$ cat src/rtl/i2c_bus_arbiter_pkg.sv
// Shared types and constants for the round-robin I2C bus arbiter.
package i2c_bus_arbiter_pkg;

    typedef enum logic [1:0] {
        IDLE  = 2'd0,
        GRANT = 2'd1,
        GUARD = 2'd2
    } t_i2c_arb_state;

    localparam int c_i2c_arb_max_req       = 8;
    localparam int c_i2c_arb_guard_default = 4;

    function automatic int f_max(input int a, input int b);
        return (a > b) ? a : b;
    endfunction

endpackage

$ cat src/rtl/i2c_bus_arbiter_rr_priority_picker.sv
// Combinational round-robin picker: first set request at or above the
// pointer, wrapping past the top index.
module rr_priority_picker #(
    parameter int p_num_req = 2,
    parameter int p_idx_w   = 1
) (
    input  logic [p_num_req-1:0] i_req,
    input  logic [p_idx_w-1:0]   i_ptr,
    output logic [p_num_req-1:0] o_pick,
    output logic [p_idx_w-1:0]   o_idx,
    output logic                 o_valid
);

    // Scan upward from the pointer, keeping only the first hit
    always_comb begin : p_pick
        int                 v_sum;
        logic [p_idx_w-1:0] v_idx;
        o_pick  = '0;
        o_idx   = '0;
        o_valid = 1'b0;
        v_sum   = 0;
        v_idx   = '0;
        for (int k = 0; k < p_num_req; k++) begin
            v_sum = int'(i_ptr) + k;
            v_idx = (v_sum >= p_num_req) ? p_idx_w'(v_sum - p_num_req) : p_idx_w'(v_sum);
            if (!o_valid && i_req[v_idx]) begin
                o_valid       = 1'b1;
                o_pick[v_idx] = 1'b1;
                o_idx         = v_idx;
            end else begin
                o_valid = o_valid;
            end
        end
    end

endmodule

$ cat src/rtl/i2c_bus_arbiter.sv
// Exclusive round-robin owner of the shared I2C pins with a bus-free guard
// between tenures. Optional grant watchdog: define I2C_ARB_WATCHDOG_EN.
module i2c_bus_arbiter
    import i2c_bus_arbiter_pkg::*;
#(
    parameter int  p_num_req        = 2,
    parameter int  p_guard_cycles   = c_i2c_arb_guard_default,
    parameter int  p_timeout_cycles = 1_000_000,
    localparam int c_idx_w          = f_max(1, $clog2(p_num_req)),
    localparam int c_cnt_w          = f_max(1, $clog2(f_max(p_guard_cycles, p_timeout_cycles) + 1))
) (
    input  logic                 i_clk,
    input  logic                 i_rst,
    input  logic [p_num_req-1:0] i_req,
    input  logic [p_num_req-1:0] i_done,
    output logic [p_num_req-1:0] o_grant,
    output logic [c_idx_w-1:0]   o_owner,
    output logic                 o_busy,
    output logic                 o_timeout
);

    localparam logic [c_cnt_w-1:0] c_guard_load =
        (p_guard_cycles > 0) ? c_cnt_w'(p_guard_cycles - 1) : '0;

    t_i2c_arb_state       r_state;
    t_i2c_arb_state       w_next_state;
    logic [p_num_req-1:0] r_grant;
    logic [p_num_req-1:0] w_next_grant;
    logic [c_idx_w-1:0]   r_owner;
    logic [c_idx_w-1:0]   w_next_owner;
    logic [c_idx_w-1:0]   r_ptr;
    logic [c_idx_w-1:0]   w_next_ptr;
    logic [c_idx_w-1:0]   w_owner_inc;
    logic [c_idx_w-1:0]   w_pick_ptr;
    logic [c_idx_w-1:0]   w_pick_idx;
    logic [p_num_req-1:0] w_pick;
    logic                 w_pick_valid;
    logic [c_cnt_w-1:0]   r_cnt;
    logic [c_cnt_w-1:0]   w_next_cnt;
    logic                 r_busy;
    logic                 w_release;
    logic                 w_expire;
    logic                 w_wd_tick;

    assign w_owner_inc = (r_owner == c_idx_w'(p_num_req - 1)) ? '0 : r_owner + c_idx_w'(1'b1);
    // With a zero guard the picker must already see the post-release pointer
    assign w_pick_ptr  = (r_state == GRANT) ? w_owner_inc : r_ptr;
    assign w_release   = i_done[r_owner] | ~i_req[r_owner];

    rr_priority_picker #(
        .p_num_req (p_num_req),
        .p_idx_w   (c_idx_w)
    ) u_picker (
        .i_req   (i_req),
        .i_ptr   (w_pick_ptr),
        .o_pick  (w_pick),
        .o_idx   (w_pick_idx),
        .o_valid (w_pick_valid)
    );

`ifdef I2C_ARB_WATCHDOG_EN
    logic r_timeout;

    assign w_wd_tick = 1'b1;
    assign w_expire  = (r_state == GRANT) && !w_release && (r_cnt == c_cnt_w'(p_timeout_cycles));

    // One-cycle pulse marking a watchdog revocation
    always_ff @(posedge i_clk or posedge i_rst) begin
        if (i_rst) begin
            r_timeout <= 1'b0;
        end else begin
            r_timeout <= w_expire;
        end
    end

    assign o_timeout = r_timeout;
`else
    assign w_wd_tick = 1'b0;
    assign w_expire  = 1'b0;
    assign o_timeout = 1'b0;
`endif

    // Next-state and next-register values for the arbitration FSM
    always_comb begin
        w_next_state = r_state;
        w_next_grant = r_grant;
        w_next_owner = r_owner;
        w_next_ptr   = r_ptr;
        w_next_cnt   = r_cnt;
        case (r_state)
            IDLE: begin
                if (w_pick_valid) begin
                    w_next_grant = w_pick;
                    w_next_owner = w_pick_idx;
                    w_next_cnt   = '0;
                    w_next_state = GRANT;
                end else begin
                    w_next_grant = '0;
                end
            end
            GRANT: begin
                if (w_release || w_expire) begin
                    w_next_grant = '0;
                    w_next_ptr   = w_owner_inc;
                    w_next_cnt   = c_guard_load;
                    if (p_guard_cycles > 0) begin
                        w_next_state = GUARD;
                    end else if (w_pick_valid) begin
                        w_next_grant = w_pick;
                        w_next_owner = w_pick_idx;
                        w_next_cnt   = '0;
                        w_next_state = GRANT;
                    end else begin
                        w_next_state = IDLE;
                    end
                end else begin
                    w_next_cnt = w_wd_tick ? r_cnt + c_cnt_w'(1'b1) : r_cnt;
                end
            end
            GUARD: begin
                if (r_cnt == '0) begin
                    if (w_pick_valid) begin
                        w_next_grant = w_pick;
                        w_next_owner = w_pick_idx;
                        w_next_cnt   = '0;
                        w_next_state = GRANT;
                    end else begin
                        w_next_state = IDLE;
                    end
                end else begin
                    w_next_cnt = r_cnt - c_cnt_w'(1'b1);
                end
            end
            default: begin
                w_next_state = IDLE;
                w_next_grant = '0;
            end
        endcase
    end

    // State and output registers; reset drops any grant immediately
    always_ff @(posedge i_clk or posedge i_rst) begin
        if (i_rst) begin
            r_state <= IDLE;
            r_grant <= '0;
            r_owner <= '0;
            r_ptr   <= '0;
            r_cnt   <= '0;
            r_busy  <= 1'b0;
        end else begin
            r_state <= w_next_state;
            r_grant <= w_next_grant;
            r_owner <= w_next_owner;
            r_ptr   <= w_next_ptr;
            r_cnt   <= w_next_cnt;
            r_busy  <= (w_next_state != IDLE);
        end
    end

    assign o_grant = r_grant;
    assign o_owner = r_owner;
    assign o_busy  = r_busy;

endmodule

$ cat config.mk
export PLATFORM = sky130hd
export DESIGN_NAME = i2c_bus_arbiter
export DESIGN_NICKNAME = d
export VERILOG_FILES = /design/src/rtl/i2c_bus_arbiter_pkg.sv /design/src/rtl/i2c_bus_arbiter_rr_priority_picker.sv /design/src/rtl/i2c_bus_arbiter.sv
export SDC_FILE = /design/constraint.sdc
export NUM_CORES = 1
export LEC_CHECK = 0
export ABC_AREA = 0
export CAP_MARGIN = 20
export CORE_MARGIN = 2
export CORE_UTILIZATION = 53
export DETAILED_ROUTE_END_ITERATION = 16
export PLACE_DENSITY = 0.75
export SLEW_MARGIN = 20
export SYNTH_ARGS = -nofsm -noshare
export SYNTH_HDL_FRONTEND = slang
export SYNTH_SLANG_ARGS = --single-unit
$ cat constraint.sdc
create_clock -name i_clk -period 2.6 [get_ports i_clk]
set_clock_uncertainty 0.2 [all_clocks]
set_input_delay 0.52 -clock i_clk [delete_from_list [all_inputs] [get_ports i_clk]]
set_output_delay 0.52 -clock i_clk [all_outputs]
set_load 0.005 [all_outputs]
# Word level (Yosys, flattened, before mapping)
# Index checks and enable logic that the tools add are counted.
# classes
n_addsub	5
n_lt_le_gt_ge	7
eq_ne	5
mux	39
n_bitwise	3
n_reduce_logical	13
# ops
operator	n
two-way mux 20 bit	3
one-hot mux 20 bit (3 select lines)	1
two-way mux 1 bit	21
logical NOT 20 bit	1
subtractor 20 x 1 -> 20 bit, second input constant	1
two-way mux 2 bit	9
one-hot mux 2 bit (3 select lines)	2
less-than comparator 1 x 2 -> 1 bit, second input constant	3
AND reduction 2 bit	3
inequality test 2 bit, second input constant	2
nonzero test 2 bit	2
logical AND 1 bit	3
AND reduction 3 bit	1
nonzero test 3 bit	1
adder 1 x 1 -> 2 bit, second input constant	1
demux 1 bit (select 1 bit)	2
== test 2 x 1 -> 1 bit, second input constant	1
== test 2 bit, second input constant	1
greater-or-equal comparator 1 bit, second input constant	2
greater-or-equal comparator 1 x 2 -> 1 bit, second input constant	1
greater-or-equal comparator 2 bit, second input constant	1
logical NOT 2 bit	1
inequality test 2 x 1 -> 1 bit, second input constant	1
OR 2 bit	1
other kinds (6)	7
# totals
register_bits	27
inputBits	6
output_inout_bits	5
word_cells	78

# Depth between registers and ports, before layout
# Gate-level depths: netlist of the first run.
# logic_depth
depth_word	15
mapped_depth	9
depth_no_buf	7

# Modules after synthesis
# A second synthesis of the first run with hierarchy kept.
# unflattened
cells_unflattened	218
hier_area_um2	1908.1
# by_module_without_submodules
module	instances	cells_per_inst	area_per_inst_um2
i2c_bus_arbiter	1	213	1875.5
rr_priority_picker	1	5	32.5

# Worst setup path after synthesis of the first run
# OpenSTA, ideal clock, no wires.
# synth_path
path_type	reg-to-reg
startpoint	reg r_state[1]
endpoint	reg r_cnt[11]
t_arrival_ns	2.139
required_time_ns	2.279
path_slack_ns	0.140
stages_incl_launch_ff	10
n_path_buf	2
period_less_slack_ns	2.460
path_cell_list	dfrtp_1 -> inv_1 -> ha_1 -> and4b_4 -> buf_6 -> or3_1 -> buf_6 -> nor2_1 -> o221ai_1 -> a22o_1
# synth_between
elab_chain_len	13
word_cells_on_any_way	25
# synth_rtl
element	line	source
start: declaration	i2c_bus_arbiter.sv:25	t_i2c_arb_state r_state;
start signal: assignment	i2c_bus_arbiter.sv:151	r_state <= w_next_state;
== test 2 x 1 -> 1 bit	i2c_bus_arbiter.sv:47, i2c_bus_arbiter.sv:90	
two-way mux 1 bit	i2c_bus_arbiter.sv:47	assign w_pick_ptr = (r_state == GRANT) ? w_owner_inc : r_ptr;
greater-or-equal comparator 1 x 2 -> 1 bit or subtractor 1 bit (tied branches)	i2c_bus_arbiter_rr_priority_picker.sv:25	v_idx = (v_sum >= p_num_req) ? p_idx_w'(v_sum - p_num_req) : p_idx_w'(v_sum);
two-way mux 1 bit	i2c_bus_arbiter_rr_priority_picker.sv:25	
two-way mux 1 bit (implied by the code) (2 in a row)	i2c_bus_arbiter_rr_priority_picker.sv:26	if (!o_valid && i_req[v_idx]) begin
two-way mux 1 bit	i2c_bus_arbiter_rr_priority_picker.sv:26	
logical NOT 1 bit	i2c_bus_arbiter_rr_priority_picker.sv:26	
logical AND 1 bit	i2c_bus_arbiter_rr_priority_picker.sv:26	
two-way mux 1 bit	i2c_bus_arbiter_rr_priority_picker.sv:26	
two-way mux 20 bit (2 in a row)	--	
one-hot mux 20 bit (3 select lines)	i2c_bus_arbiter.sv:90	case (r_state)
end signal: assignment	i2c_bus_arbiter.sv:155	r_cnt <= w_next_cnt;
end: declaration	i2c_bus_arbiter.sv:38	logic [c_cnt_w-1:0] r_cnt;
# Several ways; a longest one is shown, not always the timed one. The select of a mux whose other input is x is not followed.
# A chain may end at the register's enable or synchronous reset.

# Worst setup path in the final report of the first run
# layout_path
startpoint	reg r_state[0]
endpoint	reg r_cnt[11]
# The elaborated chain is that of the path after synthesis.

==> run_summary.xml, run 1 <==
<?xml version="1.0" encoding="UTF-8"?>
<metrics>
  <group name="sta">
    <metric name="setup_viol" unit="">0</metric>
    <metric name="fmax" unit="GHz">0.4005</metric>
    <metric name="final_min_period_over_clock_period" unit="%">96.04</metric>
    <metric name="total_count_of_hold_check_failures_in_the_final_report" unit="">0</metric>
    <metric name="totalNegativeSetupSlack" unit="ps">0</metric>
    <metric name="hold_ws" unit="ps">305.6</metric>
    <metric name="min_period" unit="ps">2497</metric>
    <metric name="slew_violations" unit="">0</metric>
  </group>
  <group name="worst_hold_path">
    <metric name="min_delay_startpoint" unit="">r_ptr</metric>
    <metric name="holdPathEnd" unit="">r_ptr</metric>
    <metric name="worst_hold_path_type" unit="">reg2reg</metric>
    <metric name="hold_path_depth" unit="">2</metric>
  </group>
  <group name="synth">
    <metric name="netlist_instances" unit="">212</metric>
    <metric name="synth_top_area_share" unit="%">35.95</metric>
    <metric name="synthTopCellsByCount" unit="">dfrtp_1, a21oi_1, nor2_1, nor3_1, o21ai_0</metric>
    <metric name="synth.ff_latch_count" unit="">27</metric>
    <metric name="syn-num-nets" unit="">224</metric>
    <metric name="synth-warning-count" unit="">0</metric>
    <metric name="synth.cell_area" unit="um^2">1879</metric>
    <metric name="synth.area.top_cells" unit="">dfrtp_1, a21oi_1, ha_1</metric>
    <metric name="synth_simple_gate_area_share" unit="%">23.50</metric>
    <metric name="synthDominantAreaCellType" unit="">dfrtp_1</metric>
    <metric name="synth_edf_count" unit="">0</metric>
    <metric name="synth_top_flop_cell" unit="">dfrtp_1</metric>
    <metric name="avgSynthCellArea" unit="um^2">8.865</metric>
    <metric name="synth.distinct_cells" unit="">60</metric>
    <metric name="synth-compound-area-share" unit="%">28.63</metric>
    <metric name="synth_top_family_by_area" unit="">compound AO/OA/AOI/OAI gates</metric>
    <metric name="post-synth-top-count-cell" unit="">dfrtp_1</metric>
    <metric name="post_synth_xor_area_fraction" unit="%">0</metric>
    <metric name="synth-seq-area-share" unit="%">35.95</metric>
    <metric name="ys_async_sr_fraction" unit="%">100.0</metric>
    <metric name="synthAdderAreaFrac" unit="%">3.995</metric>
    <metric name="synthMuxAreaShare" unit="%">2.197</metric>
  </group>
  <group name="die">
    <metric name="rows" unit="">21</metric>
    <metric name="vert_die_dim" unit="um">63.55</metric>
    <metric name="chipWidth" unit="um">63.55</metric>
    <metric name="pin_count" unit="">11</metric>
    <metric name="placeableCoreArea" unit="um^2">3363</metric>
    <metric name="start_util" unit="%">55.88</metric>
    <metric name="die-area" unit="um^2">4038</metric>
  </group>
  <group name="setup_path">
    <metric name="ff2ff_setup_slack" unit="ps">100</metric>
    <metric name="worst-r2r-cell-count" unit="">6</metric>
    <metric name="endpoint_kind" unit="">flip-flop</metric>
    <metric name="reg_to_reg_start" unit="">r_state[0]</metric>
    <metric name="path_class" unit="">reg2reg</metric>
    <metric name="worstReg2RegEnd" unit="">r_cnt[11]</metric>
    <metric name="required" unit="ps">2630</metric>
    <metric name="critPathArrivalTime" unit="ps">2530</metric>
    <metric name="timing.critical_path.from_type" unit="">flip-flop</metric>
    <metric name="crit_path_max_fanout" unit="">6</metric>
  </group>
  <group name="clocking">
    <metric name="htree_num_levels" unit="">1</metric>
    <metric name="number_of_clock_buffers_inserted_by_tritoncts" unit="">3</metric>
    <metric name="path_clk_slew" unit="ps">150</metric>
    <metric name="ctsRootBufferMaster" unit="">clkbuf_4</metric>
    <metric name="clock_tree_from_tritoncts" unit="">done</metric>
    <metric name="tritoncts_num_sinks" unit="">27</metric>
    <metric name="cts_buffer_depth" unit="">2</metric>
    <metric name="insertion_delay_to_the_later_sink_of_the_worst_skew_pair" unit="ps">340</metric>
  </group>
  <group name="finish">
    <metric name="nNetsFinal" unit="">258</metric>
    <metric name="final_core_util" unit="%">67.15</metric>
    <metric name="diodes" unit="">0</metric>
    <metric name="regArea" unit="um^2">678.2</metric>
    <metric name="syn2layout_area_growth" unit="%">20.17</metric>
    <metric name="drive_above_1_share" unit="%">21.22</metric>
    <metric name="multi_input_area" unit="um^2">1132</metric>
    <metric name="nFillCells" unit="">312</metric>
  </group>
  <group name="global_route">
    <metric name="number_of_antenna_violations_at_the_first_check_in_global_routing" unit="">0</metric>
    <metric name="met3_usage" unit="%">2.143</metric>
    <metric name="grtUsageMet2" unit="%">45.00</metric>
    <metric name="gr-usage-all-layers" unit="%">26.52</metric>
    <metric name="grt_remaining_overflow" unit="">0</metric>
    <metric name="gr-usage-met1" unit="%">35.91</metric>
    <metric name="global_route.peak_usage_layer" unit="">met2</metric>
    <metric name="grt_pass1_vias" unit="">1763</metric>
    <metric name="grt_max_degree" unit="">28</metric>
    <metric name="global_route_wire_length_before_repair" unit="um">8500</metric>
  </group>
  <group name="detailed_routing">
    <metric name="drt_iter0_markers" unit="">204</metric>
    <metric name="drtPass1Iterations" unit="">6</metric>
    <metric name="route.detailed.drc" unit="">0</metric>
    <metric name="routed_wl" unit="um">4947</metric>
    <metric name="num_vias" unit="">1886</metric>
    <metric name="mean_routed_wirelength_per_cell" unit="um">17.00</metric>
    <metric name="final_antenna_net_count" unit="">0</metric>
    <metric name="avgViaCountPerCell" unit="">6.481</metric>
  </group>
  <group name="pwr">
    <metric name="p_switching" unit="uW">150.4</metric>
    <metric name="p_per_area" unit="nW/um^2">288.4</metric>
    <metric name="power.ir.vdd_worst" unit="mV">0.2317</metric>
    <metric name="power.switching_fraction" unit="%">23.10</metric>
    <metric name="comb_power_share" unit="%">6.1</metric>
    <metric name="share_clk_of_total_power" unit="%">28.5</metric>
    <metric name="seq_power_share" unit="%">65.3</metric>
    <metric name="p_leak" unit="nW">0.9800</metric>
    <metric name="p_int" unit="uW">500.8</metric>
  </group>
  <group name="status">
    <metric name="outcome" unit="">finished clean</metric>
  </group>
  <group name="run">
    <metric name="cap_violations" unit="">0</metric>
  </group>
  <group name="place">
    <metric name="final_replace_weighted_congestion" unit="">0.9387</metric>
    <metric name="half_perimeter_wire_length_after_detailed_placement" unit="um">3723</metric>
    <metric name="buffer_ports.inserted" unit="">9</metric>
  </group>
</metrics>
## cells in the final DEF (no fill, tap or decap), types with 4 or more instances in the layout
master           count
inv_1               10
nand4_1              4
nor2_1              15
a32o_1               4
a31oi_1              8
dfrtp_1             25
nor3_1              13
ha_1                 6
clkdlybuf4s50_1      9
o21ai_0             14
o21ai_1              4
buf_4               31
nand2_1             13
a21oi_1             16
## flip-flops by register name, summed over array words and instances, names as in the netlist
signal,flops
o_busy,1
o_grant,2
o_owner,1
r_cnt,20
r_ptr,1
r_state,2
## timing repair
item	4_1_cts	5_1_grt
endpoints found under the setup margin	0	10
hold buffers	0	0
gates resized for setup	0	8
buffers inserted	0	2
## worst max path at each step
stage | cells after the start | start | to
final | 6 | r_state[0] | r_cnt[11]
after global routing | 9 | r_state[0] | r_cnt[12]
after CTS | 7 | r_cnt[0] | r_cnt[16]
after detailed placement | 6 | i_done[0] | r_cnt[11]
after global placement | 6 | i_done[0] | r_cnt[11]
after floorplan | 9 | r_state[1] | r_cnt[11]
## worst max-delay path: stages (launching register included)
cell and delay, ps:
dfrtp_2 480, ha_1 280, and4bb_2 300, or3_1 400, nor2_1 260, o221ai_1 210
a22o_1 270
## metal layers
metal	vias to the layer above	routed length (um)
li1	887	-
met1	909	2138
met2	71	2436
met3	19	260
met4	0	112
met5	-	0
## through the flow
stage | cells | area, um^2 | setup slack, ps | total power, mW
finish | 291 | 2258 | 102.9 | 0.6512
detailed placement | 285 | 2182 | -67.23 | 0.4738
global route | 291 | 2258 | -56.19 | 0.6763
CTS | 289 | 2208 | 53.35 | 0.6541
global placement | 285 | 2182 | -43.45 | 0.4723
floorplan | 212 | 1879 | 140.0 | 0.4536
## layout make-up
type                       instances  area share [%]
clock buffer                       4           1.163
timing repair buffer              40           14.29
tap                               46           2.548
inverter                          11           1.828
multi-input combinational        163           50.14
sequential                        27           30.03
## cell families (layout without fill, tap and decap cells)
logic type	count (synthesis)	in the layout
flops	27	27
buf+inv	22	55
fa+ha+maj	6	6
other cells	1	1
simple gates	75	75
mux	4	4
compound gates	77	77
## power groups by stage
stage | Clock [mW] | Sequential, mW | Combinational, mW
6_report | 0.186 | 0.426 | 0.0399
5_1_grt | 0.205 | 0.426 | 0.0453
4_1_cts | 0.188 | 0.425 | 0.0408
3_5_place_dp | 0 | 0.433 | 0.0406
3_3_place_gp | 0 | 0.433 | 0.0395
2_1_floorplan | 0 | 0.431 | 0.0228
(Power assumes the default switching activity.)
==> run 2: changes to the inputs <==
- CORE_UTILIZATION: 53 -> 57
- DONT_BUFFER_PORTS: unset -> 1
==> run_summary.xml, run 2 (same netlist as run 1, synthesis figures left out) <==
<?xml version="1.0" encoding="UTF-8"?>
<metrics>
  <group name="status">
    <metric name="outcome" unit="">finished clean</metric>
  </group>
  <group name="global_route">
    <metric name="number_of_antenna_violations_at_the_first_check_in_global_routing" unit="">0</metric>
    <metric name="global_route_wire_length_before_repair" unit="um">8349</metric>
    <metric name="grt_remaining_overflow" unit="">0</metric>
    <metric name="grt_max_degree" unit="">28</metric>
    <metric name="gr-usage-all-layers" unit="%">29.94</metric>
    <metric name="grt_pass1_vias" unit="">1762</metric>
  </group>
  <group name="detailed_routing">
    <metric name="drtPass1Iterations" unit="">5</metric>
    <metric name="topmost_layer_with_routed_signal_wires" unit="">met4</metric>
    <metric name="final_antenna_net_count" unit="">0</metric>
    <metric name="mean_routed_wirelength_per_cell" unit="um">18.18</metric>
    <metric name="drt_iter0_markers" unit="">145</metric>
    <metric name="route.layer.met1.wl" unit="um">2231</metric>
    <metric name="met3RoutedLength" unit="um">439</metric>
    <metric name="avgViaCountPerCell" unit="">6.715</metric>
    <metric name="met2_wirelength" unit="um">2207</metric>
    <metric name="routed_wl" unit="um">4980</metric>
    <metric name="route.detailed.drc" unit="">0</metric>
    <metric name="num_vias" unit="">1840</metric>
  </group>
  <group name="finish">
    <metric name="largest_register_ffs" unit="">20</metric>
    <metric name="mostFrequentLayoutCell" unit="">dfrtp_1</metric>
    <metric name="most-common-layout-cells" unit="">dfrtp_1, buf_4, a21oi_1, nor3_1, o21ai_0</metric>
    <metric name="drive_above_1_share" unit="%">19.13</metric>
    <metric name="diodes" unit="">0</metric>
    <metric name="layout.cells.non_filler" unit="">274</metric>
    <metric name="nFillCells" unit="">273</metric>
    <metric name="finalInstanceArea" unit="um^2">2106</metric>
    <metric name="syn2layout_area_growth" unit="%">12.05</metric>
    <metric name="largest_register_by_flop_count" unit="">r_cnt</metric>
    <metric name="nNetsFinal" unit="">243</metric>
    <metric name="final_core_util" unit="%">67.86</metric>
  </group>
  <group name="run">
    <metric name="cap_violations" unit="">0</metric>
  </group>
  <group name="sta">
    <metric name="totalNegativeSetupSlack" unit="ps">0</metric>
    <metric name="fmax" unit="GHz">0.3994</metric>
    <metric name="setup_ws" unit="ps">96.22</metric>
    <metric name="headroom_to_the_max_slew_limit" unit="%">38.14</metric>
    <metric name="final_min_period_over_clock_period" unit="%">96.30</metric>
    <metric name="total_count_of_hold_check_failures_in_the_final_report" unit="">0</metric>
    <metric name="hold_ws" unit="ps">129.5</metric>
    <metric name="slew_violations" unit="">0</metric>
    <metric name="timing_worst_slew_pin_value" unit="ps">916.3</metric>
    <metric name="min_period" unit="ps">2504</metric>
    <metric name="setup_viol" unit="">0</metric>
  </group>
  <group name="die">
    <metric name="start_util" unit="%">60.56</metric>
    <metric name="chipWidth" unit="um">61.42</metric>
    <metric name="rows" unit="">20</metric>
    <metric name="vert_die_dim" unit="um">61.42</metric>
    <metric name="die-area" unit="um^2">3772</metric>
    <metric name="pin_count" unit="">11</metric>
    <metric name="placeableCoreArea" unit="um^2">3103</metric>
  </group>
  <group name="place">
    <metric name="buffer_ports.inserted" unit="">0</metric>
    <metric name="dpl_worst_slack" unit="ps">21.51</metric>
    <metric name="final_replace_weighted_congestion" unit="">1.015</metric>
    <metric name="total_placed_cells_including_tap_cells" unit="">267</metric>
    <metric name="dpl-instance-area" unit="um^2">2037</metric>
    <metric name="half_perimeter_wire_length_after_detailed_placement" unit="um">3657</metric>
  </group>
  <group name="pwr">
    <metric name="p_total" unit="uW">641.3</metric>
    <metric name="power.ir.vdd_worst" unit="mV">0.2077</metric>
    <metric name="p_per_area" unit="nW/um^2">304.6</metric>
    <metric name="p_leak" unit="nW">0.9137</metric>
  </group>
  <group name="setup_path">
    <metric name="critPathArrivalTime" unit="ps">2540</metric>
    <metric name="crit_path_max_fanout" unit="">4</metric>
    <metric name="endpoint_kind" unit="">flip-flop</metric>
    <metric name="timing.critical_path.from_type" unit="">flip-flop</metric>
    <metric name="worstSetupStartpoint" unit="">r_cnt[0]</metric>
    <metric name="required" unit="ps">2640</metric>
    <metric name="reg_to_reg_start" unit="">r_cnt[0]</metric>
    <metric name="path_class" unit="">reg2reg</metric>
  </group>
  <group name="worst_hold_path">
    <metric name="min_delay_startpoint" unit="">i_req[1]</metric>
    <metric name="worst_hold_path_type" unit="">in2reg</metric>
  </group>
  <group name="clocking">
    <metric name="number_of_clock_buffers_inserted_by_tritoncts" unit="">3</metric>
    <metric name="path_clk_slew" unit="ps">160</metric>
    <metric name="tritoncts_num_sinks" unit="">27</metric>
    <metric name="insertion_delay_to_the_later_sink_of_the_worst_skew_pair" unit="ps">330</metric>
    <metric name="ctsRootBufferMaster" unit="">clkbuf_4</metric>
    <metric name="htree_num_levels" unit="">1</metric>
    <metric name="clock_tree_from_tritoncts" unit="">done</metric>
    <metric name="cts_buffer_depth" unit="">2</metric>
  </group>
</metrics>
run 2: changes by cell type in the layout (fill, tap and decap cells not counted), moves of 2 or more:
| cell | previous run | this run |
|---|---|---|
| clkdlybuf4s50_1 | 9 | 0 |
| buf_4 | 31 | 24 |
| nor2_1 | 15 | 13 |
| nor2_2 | 1 | 3 |
run 2: metal layers:
| metal | GRT usage (%) | vias up |
|---|---|---|
| met5 | 0 | - |
| met4 | 12.77 | 0 |
| met3 | 4.832 | 15 |
| met2 | 42.25 | 95 |
| met1 | 45.25 | 878 |
| li1 | - | 852 |
run 2: final timing paths:
check	to	slack, ps	depth (start not counted)
max	r_cnt[16]	100	7
min	o_owner	130	2
max reg2reg	r_cnt[16]	100	7
min reg2reg	r_cnt[17]	300	1
max in group asynchronous	r_cnt[7]	1460	3
min in group asynchronous	r_state[1]	460	3
run 2: worst max-delay path: stages (launching register included):
cell and delay (ps):
dfrtp_1 440, inv_1 90, ha_1 200, or3b_2 510, nor4_2 280, nand4_1 160
or3_1 340, a32oi_1 180
run 2: cell type report:
| type | count | area, um^2 | area share, % |
|---|---|---|---|
| sequential | 27 | 676.9 | 32.14 |
| tap | 44 | 55.05 | 2.614 |
| multi-input combinational | 163 | 1116 | 53.00 |
| clock buffer | 4 | 26.28 | 1.248 |
| timing repair buffer | 25 | 190.2 | 9.031 |
| inverter | 11 | 41.29 | 1.961 |
run 2: what timing repair did:
| action | 4_1_cts | 5_1_grt |
|---|---|---|
| resized for setup | 1 | 4 |
| hold endpoints to repair | 27 | 0 |
| endpoints found under the setup margin | 3 | 13 |
| gates cloned | 0 | 0 |
| buffers inserted | 0 | 2 |
| pin swaps | 0 | 1 |
| hold buffers | 1 | 0 |
run 2: power by group:
| group | total, mW | internal (mW) | switching, mW |
|---|---|---|---|
| Combinational | 0.0302 | 0.0113 | 0.0189 |
| Clock | 0.187 | 0.0601 | 0.127 |
| Sequential | 0.424 | 0.422 | 0.00280 |
| Total | 0.641 | 0.493 | 0.148 |
==> run 3: changes to the inputs <==
- CORE_UTILIZATION: 57 -> 45
- PLACE_DENSITY: 0.75 -> unset
- TNS_END_PERCENT: unset -> 100
- clock period: 2.6 -> 2.05 ns (I/O delays scaled with it)
==> run_summary.xml, run 3 (same netlist as run 1, synthesis figures left out) <==
<?xml version="1.0" encoding="UTF-8"?>
<metrics>
  <group name="clocking">
    <metric name="htree_num_levels" unit="">1</metric>
    <metric name="cts_buffer_depth" unit="">2</metric>
    <metric name="clock_tree_from_tritoncts" unit="">done</metric>
    <metric name="path_clk_slew" unit="ps">100</metric>
    <metric name="insertion_delay_to_the_later_sink_of_the_worst_skew_pair" unit="ps">290</metric>
    <metric name="number_of_clock_buffers_inserted_by_tritoncts" unit="">3</metric>
    <metric name="ctsRootBufferMaster" unit="">clkbuf_8</metric>
    <metric name="tritoncts_num_sinks" unit="">27</metric>
  </group>
  <group name="sta">
    <metric name="slew_violations" unit="">0</metric>
    <metric name="total_count_of_hold_check_failures_in_the_final_report" unit="">0</metric>
    <metric name="timing_worst_slew_pin_value" unit="ps">758.6</metric>
    <metric name="fmax" unit="GHz">0.4381</metric>
    <metric name="totalNegativeSetupSlack" unit="ps">-2592</metric>
    <metric name="setup_viol" unit="">22</metric>
    <metric name="final_min_period_over_clock_period" unit="%">111.3</metric>
    <metric name="min_period" unit="ps">2282</metric>
    <metric name="headroom_to_the_max_slew_limit" unit="%">48.78</metric>
    <metric name="setup_ws" unit="ps">-232.3</metric>
    <metric name="grt_setup_unrepaired" unit="">yes</metric>
  </group>
  <group name="finish">
    <metric name="largest_register_by_flop_count" unit="">r_cnt</metric>
    <metric name="drive_above_1_share" unit="%">44.84</metric>
    <metric name="finalInstanceArea" unit="um^2">2756</metric>
    <metric name="layout.cells.non_filler" unit="">331</metric>
    <metric name="mostFrequentLayoutCell" unit="">buf_4</metric>
    <metric name="final_core_util" unit="%">68.91</metric>
    <metric name="nNetsFinal" unit="">294</metric>
    <metric name="most-common-layout-cells" unit="">buf_4, dfrtp_1, a21oi_1, nand2_1, nor2_1</metric>
    <metric name="nFillCells" unit="">308</metric>
    <metric name="syn2layout_area_growth" unit="%">46.67</metric>
    <metric name="largest_register_ffs" unit="">20</metric>
    <metric name="diodes" unit="">0</metric>
  </group>
  <group name="setup_path">
    <metric name="endpoint_kind" unit="">flip-flop</metric>
    <metric name="critPathArrivalTime" unit="ps">2290</metric>
    <metric name="ff2ff_setup_slack" unit="ps">-230</metric>
    <metric name="critical_path.endpoint" unit="">r_cnt[16]</metric>
    <metric name="worstReg2RegEnd" unit="">r_cnt[16]</metric>
    <metric name="reg_to_reg_start" unit="">r_state[0]</metric>
    <metric name="worst_path_dominant_cell_family" unit="">simple AND/OR/NAND/NOR gates</metric>
    <metric name="worst_path_max_delay_cell" unit="">dfrtp_2</metric>
    <metric name="timing.critical_path.slowest_cell_delay" unit="ps">440</metric>
    <metric name="path_class" unit="">reg2reg</metric>
    <metric name="cp_cell_sequence" unit="">inv_2 &gt; ha_4 &gt; or3b_4 &gt; nor4_4 &gt; nand4_1 &gt; or3_1 &gt; a32oi_1</metric>
    <metric name="cp.depth" unit="">7</metric>
    <metric name="worstSetupStartpoint" unit="">r_state[0]</metric>
    <metric name="timing.critical_path.from_type" unit="">flip-flop</metric>
    <metric name="worst-r2r-cell-count" unit="">7</metric>
    <metric name="required" unit="ps">2060</metric>
    <metric name="timing.critical_path.buf_inv" unit="">1</metric>
    <metric name="crit_path_max_fanout" unit="">5</metric>
  </group>
  <group name="detailed_routing">
    <metric name="final_antenna_net_count" unit="">0</metric>
    <metric name="routed_wl" unit="um">6220</metric>
    <metric name="drtPass1Iterations" unit="">4</metric>
    <metric name="mean_routed_wirelength_per_cell" unit="um">18.79</metric>
    <metric name="num_vias" unit="">2053</metric>
    <metric name="avgViaCountPerCell" unit="">6.202</metric>
    <metric name="route.detailed.drc" unit="">0</metric>
    <metric name="drt_iter0_markers" unit="">242</metric>
  </group>
  <group name="pwr">
    <metric name="p_int" unit="uW">694.6</metric>
    <metric name="comb_power_share" unit="%">5.6</metric>
    <metric name="share_clk_of_total_power" unit="%">35.4</metric>
    <metric name="p_switching" unit="uW">213.9</metric>
    <metric name="power.ir.vdd_worst" unit="mV">0.2640</metric>
    <metric name="seq_power_share" unit="%">59.0</metric>
    <metric name="power.switching_fraction" unit="%">23.55</metric>
    <metric name="p_leak" unit="nW">1.201</metric>
    <metric name="p_per_area" unit="nW/um^2">329.6</metric>
  </group>
  <group name="place">
    <metric name="total_placed_cells_including_tap_cells" unit="">309</metric>
    <metric name="buffer_ports.inserted" unit="">0</metric>
    <metric name="half_perimeter_wire_length_after_detailed_placement" unit="um">4344</metric>
    <metric name="dpl-instance-area" unit="um^2">2360</metric>
    <metric name="dpl_worst_slack" unit="ps">-311.2</metric>
    <metric name="final_replace_weighted_congestion" unit="">1.004</metric>
  </group>
  <group name="die">
    <metric name="rows" unit="">23</metric>
    <metric name="chipWidth" unit="um">68.63</metric>
    <metric name="die-area" unit="um^2">4709</metric>
    <metric name="start_util" unit="%">46.98</metric>
    <metric name="pin_count" unit="">11</metric>
    <metric name="placeableCoreArea" unit="um^2">4000</metric>
    <metric name="vert_die_dim" unit="um">68.63</metric>
  </group>
  <group name="global_route">
    <metric name="grt_max_degree" unit="">28</metric>
    <metric name="grt_remaining_overflow" unit="">0</metric>
    <metric name="number_of_antenna_violations_at_the_first_check_in_global_routing" unit="">0</metric>
    <metric name="gr-usage-all-layers" unit="%">29.09</metric>
    <metric name="global_route_wire_length_before_repair" unit="um">10040</metric>
    <metric name="grt_pass1_vias" unit="">2078</metric>
  </group>
  <group name="status">
    <metric name="outcome" unit="">finished, violations left</metric>
    <metric name="violated_checks" unit="">negative setup slack</metric>
  </group>
  <group name="worst_hold_path">
    <metric name="worst_hold_path_type" unit="">in2reg</metric>
  </group>
  <group name="run">
    <metric name="cap_violations" unit="">0</metric>
  </group>
</metrics>
-- run 3: cell types whose count changed in the layout (fill, tap and decap cells not counted), sizes merged --
cell	change
buf	+51
clkinvlp	+1
clkinv	-1
-- run 3: worst reg2reg max path, cell delays in order, from the launching register on --
cell and delay, ps:
dfrtp_2 440, inv_2 80, ha_4 270, or3b_4 390, nor4_4 140, nand4_1 150
or3_1 390, a32oi_1 160
-- run 3: worst min path at each step --
stage,startpoint,to,slack (ps),depth (start not counted)
floorplan,r_ptr,r_ptr,250,2
global placement,i_rst,o_busy,180,2
detailed placement,i_rst,o_busy,200,2
CTS,i_req[1],o_owner,80,2
global route,i_req[1],o_owner,90,2
finish,i_req[1],o_grant[1],90,2
-- run 3: cell type report --
type                            instances  area, um^2  area share [%]
Tap cell                               50       62.56           2.270
Sequential cell                        27       676.9           24.56
Timing Repair Buffer                   76       604.3           21.92
Inverter                               11       45.04           1.634
Clock buffer                            4       45.04           1.634
Multi-Input combinational cell        163        1323           47.98
-- run 3: metrics by stage --
| step | power [mW] | hold slack (ps) |
|---|---|---|
| final | 0.9086 | 88.86 |
| after CTS | 0.9153 | 80.67 |
| after global routing | 0.9461 | 92.14 |
| after global placement | 0.5885 | 181.0 |
| after detailed placement | 0.5902 | 204.6 |
| after floorplan | 0.5755 | 250.5 |
-- run 3: layer usage --
metal  track usage, %  part of all wire, %
met3            3.896                  7.3
met4            14.75                  2.7
met2            51.44                   52
met1            34.10                   38
met5                0                    0
-- run 3: timing repair --
action	in CTS	in global routing
gates resized for setup	40	13
setup buffers	14	3
hold endpoints to repair	27	0
pin swaps	18	9
hold buffers	1	0
endpoints found under the setup margin	25	25
-- run 3: power groups by stage --
stage,clock [mW],combinational [mW],sequential [mW]
after global placement,0,0.0419,0.547
after CTS,0.330,0.0485,0.536
after detailed placement,0,0.0434,0.547
after global routing,0.354,0.0557,0.537
after floorplan,0,0.0291,0.546
final,0.322,0.0506,0.536
